--- src/rtl/npu_input_formatter_pkg.sv ---
// Shared definitions for the NPU input formatter: config word width and
// the layout of the fixed-point format register.
package npu_input_formatter_pkg;

    localparam int CFG_W       = 16;
    localparam int FMT_W       = 7;
    localparam int FMT_SHIFT_W = 5;
    localparam int FMT_SIGNED  = 5;
    localparam int FMT_SAT     = 6;

    // Packed so that bit positions line up with FMT_SAT / FMT_SIGNED / shift.
    typedef struct packed {
        logic                   sat;
        logic                   sgn;
        logic [FMT_SHIFT_W-1:0] shift;
    } fmt_t;

endpackage

--- src/rtl/npu_input_formatter_fifo.sv ---
// Synchronous FIFO with wrap-bit pointers, exact occupancy and sticky
// overflow/underflow flags. A flush behaves like reset.
module npu_input_formatter_fifo #(
    parameter int W     = 32,
    parameter int DEPTH = 16
) (
    input  logic                       clk,
    input  logic                       rst_n,
    input  logic                       flush,
    input  logic                       wr_en,
    input  logic [W-1:0]               wr_data,
    input  logic                       rd_en,
    output logic [W-1:0]               rd_data,
    output logic                       wr_ok,
    output logic                       rd_ok,
    output logic                       full,
    output logic                       empty,
    output logic [$clog2(DEPTH):0]     level,
    output logic                       overflow_err,
    output logic                       underflow_err
);

    localparam int AW = $clog2(DEPTH);

    logic [W-1:0] mem [DEPTH];
    logic [AW:0]  wr_ptr;
    logic [AW:0]  rd_ptr;

    // Status is derived only from the pointer flops, so it is glitch-free and
    // reflects a simultaneous read only after the edge.
    assign empty   = (wr_ptr == rd_ptr);
    assign full    = (wr_ptr[AW] != rd_ptr[AW]) && (wr_ptr[AW-1:0] == rd_ptr[AW-1:0]);
    assign level   = wr_ptr - rd_ptr;
    assign wr_ok   = wr_en && !full;
    assign rd_ok   = rd_en && !empty;
    assign rd_data = mem[rd_ptr[AW-1:0]];

    // Storage array; no reset needed, contents are qualified by the pointers.
    always_ff @(posedge clk) begin
        if (wr_ok && !flush) begin
            mem[wr_ptr[AW-1:0]] <= wr_data;
        end
    end

    // Pointer and sticky error bookkeeping; dropped accesses only set a flag.
    always_ff @(posedge clk or negedge rst_n) begin
        if (!rst_n) begin
            wr_ptr        <= '0;
            rd_ptr        <= '0;
            overflow_err  <= 1'b0;
            underflow_err <= 1'b0;
        end else if (flush) begin
            wr_ptr        <= '0;
            rd_ptr        <= '0;
            overflow_err  <= 1'b0;
            underflow_err <= 1'b0;
        end else begin
            if (wr_ok) wr_ptr <= wr_ptr + (AW+1)'(1);
            if (rd_ok) rd_ptr <= rd_ptr + (AW+1)'(1);
            if (wr_en && full)  overflow_err  <= 1'b1;
            if (rd_en && empty) underflow_err <= 1'b1;
        end
    end

endmodule

--- src/rtl/npu_input_formatter.sv ---
// NPU input path: buffers host words, converts them to the PE width with a
// programmable shift/sign/saturate format on read, and counts consumed inputs.
module npu_input_formatter
    import npu_input_formatter_pkg::*;
#(
    parameter int IN_W   = 32,
    parameter int DATA_W = 16,
    parameter int DEPTH  = 16,
    parameter int CNT_W  = 16
) (
    input  logic                       clk,
    input  logic                       rst_n,
    input  logic                       npu_rst,
    input  logic                       in_wr_en,
    input  logic [IN_W-1:0]            in_data,
    output logic                       in_full,
    output logic                       in_empty,
    output logic [$clog2(DEPTH):0]     in_level,
    input  logic                       cfg_fmt_wr_en,
    input  logic                       cfg_cnt_wr_en,
    input  logic [CFG_W-1:0]           cfg_data,
    input  logic                       rd_en,
    output logic [DATA_W-1:0]          rd_data,
    output logic                       rd_valid,
    output logic                       inputs_done,
    output logic                       overflow_err,
    output logic                       underflow_err
);

    fmt_t             fmt;
    logic [CNT_W-1:0] cnt_cfg;
    logic [CNT_W-1:0] consumed;
    logic [CNT_W-1:0] consumed_next;
    logic [IN_W-1:0]  fifo_rd_data;
    logic             wr_ok;
    logic             rd_ok;

    npu_input_formatter_fifo #(
        .W     (IN_W),
        .DEPTH (DEPTH)
    ) u_fifo (
        .clk           (clk),
        .rst_n         (rst_n),
        .flush         (npu_rst),
        .wr_en         (in_wr_en),
        .wr_data       (in_data),
        .rd_en         (rd_en),
        .rd_data       (fifo_rd_data),
        .wr_ok         (wr_ok),
        .rd_ok         (rd_ok),
        .full          (in_full),
        .empty         (in_empty),
        .level         (in_level),
        .overflow_err  (overflow_err),
        .underflow_err (underflow_err)
    );

    // Shift, then either clamp or truncate to DATA_W. Range tests use shifts
    // rather than slices so DATA_W == IN_W stays legal.
    function automatic logic [DATA_W-1:0] convert(input logic [IN_W-1:0] word, input fmt_t f);
        logic [IN_W-1:0]   x;
        logic [IN_W-1:0]   upper;
        logic              fits;
        logic [DATA_W-1:0] res;
        if (f.sgn) begin
            x     = IN_W'($signed(word) >>> f.shift);
            upper = IN_W'($signed(x) >>> (DATA_W-1));
            fits  = (upper == '0) || (upper == '1);
        end else begin
            x     = word >> f.shift;
            upper = x >> DATA_W;
            fits  = (upper == '0);
        end
        res = x[DATA_W-1:0];
        if (f.sat && !fits) begin
            if (!f.sgn)          res = '1;
            else if (x[IN_W-1])  res = {1'b1, {(DATA_W-1){1'b0}}};
            else                 res = {1'b0, {(DATA_W-1){1'b1}}};
        end
        return res;
    endfunction

    assign consumed_next = consumed + CNT_W'(1);

    // Output register, format/count config and the per-invocation counter.
    // A count write in the same cycle as a read restarts counting, so that
    // read neither counts nor raises inputs_done.
    always_ff @(posedge clk or negedge rst_n) begin
        if (!rst_n) begin
            fmt         <= '0;
            cnt_cfg     <= '0;
            consumed    <= '0;
            rd_data     <= '0;
            rd_valid    <= 1'b0;
            inputs_done <= 1'b0;
        end else if (npu_rst) begin
            fmt         <= '0;
            cnt_cfg     <= '0;
            consumed    <= '0;
            rd_data     <= '0;
            rd_valid    <= 1'b0;
            inputs_done <= 1'b0;
        end else begin
            rd_valid    <= rd_ok;
            inputs_done <= 1'b0;
            if (rd_ok) rd_data <= convert(fifo_rd_data, fmt);
            if (cfg_fmt_wr_en) fmt <= fmt_t'(cfg_data[FMT_W-1:0]);
            if (cfg_cnt_wr_en) begin
                cnt_cfg  <= cfg_data[CNT_W-1:0];
                consumed <= '0;
            end else if (rd_ok) begin
                if ((cnt_cfg != '0) && (consumed_next == cnt_cfg)) begin
                    inputs_done <= 1'b1;
                    consumed    <= '0;
                end else begin
                    consumed    <= consumed_next;
                end
            end
        end
    end

endmodule

--- config.mk ---
export PLATFORM = sky130hd
export DESIGN_NAME = npu_input_formatter
export DESIGN_NICKNAME = d
export VERILOG_FILES = /design/src/rtl/npu_input_formatter_pkg.sv /design/src/rtl/npu_input_formatter_fifo.sv /design/src/rtl/npu_input_formatter.sv
export SDC_FILE = /design/constraint.sdc
export NUM_CORES = 1
export LEC_CHECK = 0
export ABC_CLOCK_PERIOD_IN_PS = 6550
export BUFFER_PORTS_ARGS = -buffer_cell sky130_fd_sc_hd__buf_2
export CAP_MARGIN = 20
export CORE_MARGIN = 8
export CORE_UTILIZATION = 30
export DETAILED_ROUTE_END_ITERATION = 10
export PLACE_DENSITY_LB_ADDON = 0.25
export SLEW_MARGIN = 10
export SYNTH_ARGS = -nofsm -noshare
export SYNTH_HDL_FRONTEND = slang
export SYNTH_SLANG_ARGS = --single-unit
--- constraint.sdc ---
create_clock -name clk -period 6.55 [get_ports clk]
set_input_delay 0.9825 -clock clk [delete_from_list [all_inputs] [get_ports clk]]
set_output_delay 0.9825 -clock clk [all_outputs]
set_load 0.05 [all_outputs]
==> summary.txt <==
Worst-path fanout max -> 49
Vias/cell -> 5.16
Nets -> 1,763
Sw Ratio -> 26.8%
Largest net degree at the start of global routing -> 70
RSZ-0062 raised after global routing -> false
First-pass GRT wire length -> 107,000 um
Most numerous cell in the Yosys netlist -> edfxtp_1
Total core area -> 86,500 um2
Clk pwr share -> 38.2%
Initial Utilization -> 30.2%
CP Launch Type -> register
Yosys Warn Count -> 0
Htree depth -> 2
Cell count after synthesis -> 1,609
Sequential power share -> 44.8%
Max-slew violations -> 0
First DRT Iteration DRCs -> 1,172
Pint -> 0.00682 W
CP Cell Sequence -> buf_4, mux4_1, nand2b_1, a32oi_1, mux2i_1, a2111oi_0, a211oi_1, a2111oi_2, nand4_1, a41o_1, a221oi_2
Post-Syn Nets -> 1,675
Final Critical Period -> 5220 ps
Fillcell total -> 8,372
Yosys top cell area share -> 58.9%
Sequential area share after synthesis -> 65.5%
CTS tree -> built
Grt ovf -> 0
Reg2reg start -> u_fifo.rd_ptr[0]
Tot GR Track Use -> 14.5%
DRT antenna net count -> 0
Buffers on Ports -> 81
Top cells by instance count after synthesis -> edfxtp_1 (512), mux2i_1 (123), nor2_1 (114)
Ports -> 82
Dominant cells by area after synthesis -> edfxtp_1 (59%), mux4_2 (9.2%), dfrtp_1 (6.6%)
Max Root-Sink Buffers -> 3
Asr flop ratio synth -> 11.9%
Crit. End Element -> register
Die ar. -> 96,700 um2
CP arrival -> 5750 ps
Count of cell types in the netlist -> 100
Antenna violations before repair -> 11
Layout Area Growth over Synthesis -> 14.4%
Lkg Pwr -> 9.97 nW
Resize count post-CTS -> 0
Placed cell count -> 2,789
Slowest-stage cell, CP -> dfrtp_4
DR vias -> 14,995
CTS buffer count -> 61
Period utilization -> 79.7%
Total Routed Length -> 72,000 um
Register bit count reported by yosys -> 581
Worst slew pin tran -> 1100 ps
Critical path launch point -> u_fifo.rd_ptr[0]
Die Ht -> 311 um
Worst-Skew Late Latency -> 650 ps
Worst endpoint required time -> 7090 ps
Final std cells w/o fill -> 2,907
Peak supply drop -> 211 uV
Syn Std Cell Area -> 26,100 um2
Status -> finished, final reports clean
Fin area -> 29,900 um2
Fmax -> 192 MHz
Relative slew slack -> 26.2%
NetSw -> 0.00250 W
Main synth FF type -> edfxtp_1
DR WL/cell -> 24.8 um
Min-Delay Path Class -> input pin to asynchronous set/reset pin
Row cnt -> 108
Post-CTS Setup Inserts -> 0
Avg Inst Size Synth -> 16.2 um2
Post-synth EDFFs -> 512
CTS Hold Bufs -> 0
P per Cell Area -> 312 nW/um2
Clk_skew -> 30.4 ps
Part of the power in combinational logic -> 17.1%
Setup TNS -> 0 ps
Root buf cell -> clkbuf_16
Share of cells above drive strength 1 -> 22.0%
Vias in the first global route -> 15,478
Fin. Hold Viols -> 0
Placed Area -> 27,800 um2
Crit Path Class -> register to register
Max stage delay on crit path -> 1000 ps
Post-synth top area cell -> edfxtp_1
Clk pin slew, worst setup/hold paths -> 60 ps
Max-Cap Viols -> 0
Remaining DRCs -> 0
# setup viols final -> 0
Clk sink count -> 581
GP Congestion -> 0.868
Detailed placement HPWL -> 45,900 um
Chip width -> 311 um
Drt pass-1 iters -> 5
==> metal layers <==
metal / vias up / track usage [%] / part of all wire, %
li1: 6663 / - / -
met1: 7836 / 19.3 / 44
met2: 377 / 24.6 / 49
met3: 113 / 2.15 / 4.0
met4: 6 / 4.13 / 2.5
met5: - / 0 / 0.054
==> sequential cells by signal, summed over array words and instances (netlist names), 5 cells and up <==
register,flops
u_fifo.wr_ptr,5
u_fifo.mem,512
fmt,7
consumed,16
cnt_cfg,16
u_fifo.rd_ptr,5
rd_data,16
==> cells in the final DEF (no fill, tap or decap), drive strengths merged, types with 26 or more instances in the layout <==
cell type / n
o21ai: 61
nand2: 97
a21oi: 33
mux2i: 125
edfxtp: 512
a22oi: 26
dfrtp: 69
clkbuf: 76
buf: 124
clkinv: 29
nor2: 115
mux4: 123
==> stage by stage <==
| stage | worst slack [ps] | power [W] | util (%) | hold slack, ps |
|---|---|---|---|---|
| 6_report | 1330 | 0.00933 | 34.5 | 459 |
| 3_3_place_gp | 1450 | 0.00585 | 32.1 | 474 |
| 3_5_place_dp | 1410 | 0.00585 | 32.1 | 472 |
| 4_1_cts | 1400 | 0.00943 | 34.5 | 487 |
| 2_1_floorplan | 904 | 0.00545 | - | 487 |
| 5_1_grt | 1020 | 0.00967 | 34.5 | 507 |
==> cell families (layout without fill, tap and decap cells) <==
| family | count (synthesis) | in the layout | share of synthesized area, % |
|---|---|---|---|
| flip-flops | 581 | 581 | 65.5 |
| XOR/XNOR | 32 | 32 | 1.07 |
| multiplexers | 263 | 263 | 16.3 |
| AND/OR/NAND/NOR | 326 | 326 | 5.88 |
| AO/OA/AOI/OAI | 277 | 277 | 7.92 |
| buffers and inverters | 119 | 259 | 2.75 |
| adder cells (fa/ha/maj) | 11 | 11 | 0.556 |
| other | 0 | 3 | 0 |
==> area by class of cell <==
class | instances | area (um2) | area share (%)
tap | 1155 | 1450 | 4.84
sequential | 581 | 17100 | 57.3
clock buffer | 76 | 1580 | 5.30
clock inverter | 39 | 504 | 1.69
inverter | 20 | 75.1 | 0.251
timing repair buffer | 124 | 731 | 2.45
multi-input combinational | 909 | 8410 | 28.2
antenna | 3 | 7.51 | 0.0251
==> power by group through the flow <==
stage	clock network, W	registers, W	logic (W)
after floorplan	0	0.00426	0.00119
after global placement	0	0.00425	0.00160
after detailed placement	0	0.00425	0.00160
after CTS	0.00365	0.00418	0.00160
after global routing	0.00378	0.00418	0.00171
final	0.00356	0.00417	0.00159
==> worst max-delay path, delay by kind of cell, from the launching register on <==
family	cells	cell delay [ps]
compound gates	6	2070
flops	1	1000
mux	2	810
simple gates	2	670
buf+inv	1	520
==> path summary, 6_finish.rpt <==
kind / slack (ps) / cells past startpoint / to
min in group clk: 490 / 2 / rd_data[4]
min: 460 / 1 / rd_data[14]
min reg2reg: 490 / 2 / rd_data[4]
max reg2reg: 1330 / 11 / rd_data[15]
max in group asynchronous: 5320 / 1 / u_fifo.rd_ptr[0]
max: 1330 / 11 / rd_data[15]
(Power assumes the default switching activity.)
